--- src/rtl/button_debounce.sv ---
// Four-channel push-button debouncer: two-flop synchroniser, per-channel
// stability counter, registered debounced levels and one-cycle change pulses.
module button_debounce #(
    parameter int unsigned DEBOUNCE_COUNT = 500000,
    parameter int unsigned CNT_WIDTH      = 20
) (
    input  logic       CLOCK,
    input  logic       RESET,
    input  logic [3:0] BUTTONS_RAW,
    output logic [3:0] BUTTONS,
    output logic [3:0] EDGE
);

    localparam int unsigned N_BUTTONS = 4;
    localparam logic [CNT_WIDTH-1:0] CNT_MAX = CNT_WIDTH'(DEBOUNCE_COUNT - 1);

    logic [N_BUTTONS-1:0] sync1;
    logic [N_BUTTONS-1:0] sync2;
    logic [CNT_WIDTH-1:0] cnt [N_BUTTONS];
    logic [N_BUTTONS-1:0] mismatch_c;

    assign mismatch_c = sync2 ^ BUTTONS;

    // Raw inputs are asynchronous; nothing downstream looks at them before sync2.
    always_ff @(posedge CLOCK) begin
        if (RESET) begin
            sync1 <= '0;
            sync2 <= '0;
        end else begin
            sync1 <= BUTTONS_RAW;
            sync2 <= sync1;
        end
    end

    // Each channel counts consecutive mismatch cycles and commits at CNT_MAX.
    always_ff @(posedge CLOCK) begin
        if (RESET) begin
            BUTTONS <= '0;
            EDGE    <= '0;
            for (int i = 0; i < N_BUTTONS; i++) begin
                cnt[i] <= '0;
            end
        end else begin
            EDGE <= '0;
            for (int i = 0; i < N_BUTTONS; i++) begin
                if (!mismatch_c[i]) begin
                    cnt[i] <= '0;
                end else if (cnt[i] == CNT_MAX) begin
                    BUTTONS[i] <= sync2[i];
                    EDGE[i]    <= 1'b1;
                    cnt[i]     <= '0;
                end else begin
                    cnt[i] <= cnt[i] + CNT_WIDTH'(1);
                end
            end
        end
    end

endmodule

--- config.mk ---
export PLATFORM = sky130hd
export DESIGN_NAME = button_debounce
export DESIGN_NICKNAME = d
export VERILOG_FILES = /design/src/rtl/button_debounce.sv
export SDC_FILE = /design/constraint.sdc
export NUM_CORES = 1
export LEC_CHECK = 0
export CAP_MARGIN = 15
export CORE_UTILIZATION = 45
export DETAILED_ROUTE_END_ITERATION = 6
export PLACE_DENSITY_LB_ADDON = 0.12
export SYNTH_ARGS = -nofsm -noshare
export SYNTH_HDL_FRONTEND = slang
export SYNTH_SLANG_ARGS = --single-unit
--- constraint.sdc ---
create_clock -name CLOCK -period 2.66 [get_ports CLOCK]
set_input_delay 0.266 -clock CLOCK [delete_from_list [all_inputs] [get_ports CLOCK]]
set_output_delay 0.266 -clock CLOCK [all_outputs]
set_load 0.01 [all_outputs]
==> impl_metrics.env <==
export IMPL_ys_types=44
export IMPL_async_flop_share_pct=0
export IMPL_vias=3612
export IMPL_fin_crit_sh_pct=85.8
export IMPL_finalHoldViolCount=0
export IMPL_grt_pass1_vias=3468
export IMPL_dp_hpwl_um=6320
export IMPL_reg2reg_depth=4
export IMPL_reg2reg_to="cnt[2][1]"
export IMPL_dpl_worst_slack_ps=380
export IMPL_post_cts_buffers=0
export IMPL_area_growth_pct=16.4
export IMPL_cts_root_buf="clkbuf_8"
export IMPL_synth_flop_cell="edfxtp_1"
export IMPL_cts_resized=0
export IMPL_avgSynthCellArea_um2=10.6
export IMPL_cp_arrival_ps=2410
export IMPL_routed_via_density=5.07
export IMPL_die_area_um2=11500
export IMPL_drtIter0Drc=132
export IMPL_syn_area_um2=4980
export IMPL_hp_class="flop to flop"
export IMPL_gr_usage_all_layers_pct=17.2
export IMPL_wire_per_inst_um=12.5
export IMPL_hold_path_depth=1
export IMPL_netlist_instances=471
export IMPL_grt_remaining_overflow=0
export IMPL_finalSetupViolations=0
export IMPL_max_stage_delay_ps=760
export IMPL_grt_max_degree=22
export IMPL_final_cells=712
export IMPL_finalMaxSlewViolations=0
export IMPL_worst_slack_ps=377
export IMPL_ys_ff_latch=96
export IMPL_crit_fanout=9
export IMPL_path_clk_slew_ps=90
export IMPL_yosys_warnings=0
export IMPL_clk_latency_ps=360
export IMPL_drive_above_1_share_pct=5.24
export IMPL_finalClockSkew_ps=10.4
export IMPL_core_area_um2=10800
export IMPL_die_y_um=107
export IMPL_max_freq_mhz=438
export IMPL_r2r_setup_slack_ps=380
export IMPL_status="complete, no violations"
export IMPL_cp_start_kind="flop"
export IMPL_cpMaxStageDelayCell="or4_1"
export IMPL_leakagePower_nw=1.91
export IMPL_fin_tns_setup_ps=0
export IMPL_dp_cells=696
export IMPL_worstReg2RegStart="cnt[2][0]"
export IMPL_gp_congestion=0.822
export IMPL_fin_nets=577
export IMPL_crit_chain="ha_1 > nand4_1 > or4_1 > and3_1"
export IMPL_row_count=38
export IMPL_required_ps=2790
export IMPL_end_kind="flop"
export IMPL_cts_sinks=96
export IMPL_crit_buf_inv=0
export IMPL_cts_tree="done"
export IMPL_ir_worst_vdd_mv=0.238
export IMPL_ctsHoldBuffers=0
export IMPL_synth_edf_count=80
export IMPL_initial_core_util_pct=46.1
export IMPL_io_pins=14
export IMPL_drc_errors=0
export IMPL_slew_headroom_pct=61.3
export IMPL_synth_seq_area_share_pct=54.7
export IMPL_p_per_area_nw_per_um2=510
export IMPL_maxCapViolations=0
export IMPL_hold_start="sync1[1]"
export IMPL_whs_ps=443
export IMPL_critical_path_top_delay_family="simple AND/OR/NAND/NOR gates"
export IMPL_cts_inserted_buffers=9
export IMPL_routed_wl_um=8890
export IMPL_crit_type="flop to flop"
export IMPL_antenna_found_initial=0
export IMPL_clockBufferDepth=2
export IMPL_first_pass_iters=4
export IMPL_rsz0062_at_grt="false"
export IMPL_grt_pass1_wl_um=15600
export IMPL_period_minus_slack_ps=2280
export IMPL_antenna_cells=0
export IMPL_htreeDepth=3
export IMPL_die_w_um=107
export IMPL_tightest_slew_ps=576
export IMPL_hold_end="sync2[1]"
export IMPL_io_buffers=13
export IMPL_drtAntennaViolNets=0
[cell type report]
class                           instances  area, µm²
Sequential cell                        96       2720
Multi-Input combinational cell        425       2440
Clock inverter                          3       65.1
Fill cell                             984       5000
Tap cell                              140        175
Inverter                               16       60.1
Timing Repair Buffer                   19        175
Clock buffer                           13        159
[cells in the mapped netlist, drive strengths merged, types with 9 or more instances]
cell,n,area (µm²)
nand2,20,75.1
dfxtp,16,320
xnor2,44,385
nand3,25,125
inv,16,60.1
xor2,18,158
o21ai,10,50.0
nor3,22,110
nand4,28,190
or3,9,56.3
edfxtp,80,2400
a21oi,12,60.1
nor4,17,113
nor2,77,289
or4,12,93.8
[worst max-delay path by stage]
stage	slack, ps	startpoint	end	depth (start not counted)
after floorplan	620	cnt[2][6]	cnt[2][10]	4
after global placement	410	cnt[2][0]	cnt[2][1]	4
after detailed placement	380	cnt[2][0]	cnt[2][1]	4
after CTS	370	cnt[2][0]	cnt[2][1]	4
after global routing	230	cnt[2][0]	cnt[2][1]	4
final	380	cnt[2][0]	cnt[2][1]	4
[per-stage QoR]
stage | area, µm² | util (%) | power (mW)
after global placement | 5570 | 51.6 | 1.91
after CTS | 5790 | 53.7 | 2.99
final | 5790 | 53.7 | 2.96
after global routing | 5790 | 53.7 | 3.07
after detailed placement | 5570 | 51.6 | 1.92
after floorplan | 5280 | - | 1.87
[placed cells by master (no fill, tap or decap), types with 9 or more instances in the layout]
| cell | instances |
|---|---|
| edfxtp_1 | 80 |
| conb_1 | 80 |
| nor2_1 | 77 |
| xnor2_1 | 44 |
| nand4_1 | 27 |
| nand3_1 | 25 |
| nor3_1 | 22 |
| nand2_1 | 20 |
| xor2_1 | 18 |
| dfxtp_1 | 16 |
| nor4_1 | 16 |
| inv_1 | 16 |
| clkdlybuf4s50_1 | 13 |
| a21oi_1 | 12 |
| or4_1 | 11 |
| clkbuf_8 | 11 |
| or3_1 | 9 |
[sequential cells by signal, indices dropped and copies added (netlist names)]
signal,flops
sync2,4
sync1,4
BUTTONS,4
EDGE,4
cnt,80
[report_power, final]
part / internal, mW / total [mW] / switching (mW)
sequential: 1.68 / 1.75 / 0.0696
clock: 0.581 / 1.07 / 0.488
combinational: 0.0584 / 0.133 / 0.0747
[kinds of logic (layout without fill, tap and decap cells)]
kind of cell | after synthesis | in the layout | share of synthesized area [%]
DFF | 96 | 96 | 54.7
and+or+nand+nor | 243 | 243 | 26.0
buffers and inverters | 29 | 51 | 2.31
muxes | 4 | 4 | 0.829
other | 1 | 80 | 0.0753
adders and majority gates | 4 | 4 | 1.01
AOI/OAI and AO/OA | 32 | 32 | 4.20
xor gates and xnor gates | 62 | 62 | 10.9
[per-layer routing]
layer / routed length [µm] / part of all wire [%] / global-route usage, %
met1: 4340 / 49 / 23.2
met2: 4060 / 46 / 26.8
met3: 252 / 2.8 / 2.43
met4: 240 / 2.7 / 9.39
met5: 0 / 0 / 0
[worst register-to-register path, cell delays in order, from the launching register on]
cell,delay (ps)
edfxtp_1,420
ha_1,230
nand4_1,410
or4_1,760
and3_1,240
(Power assumes the default switching activity.)
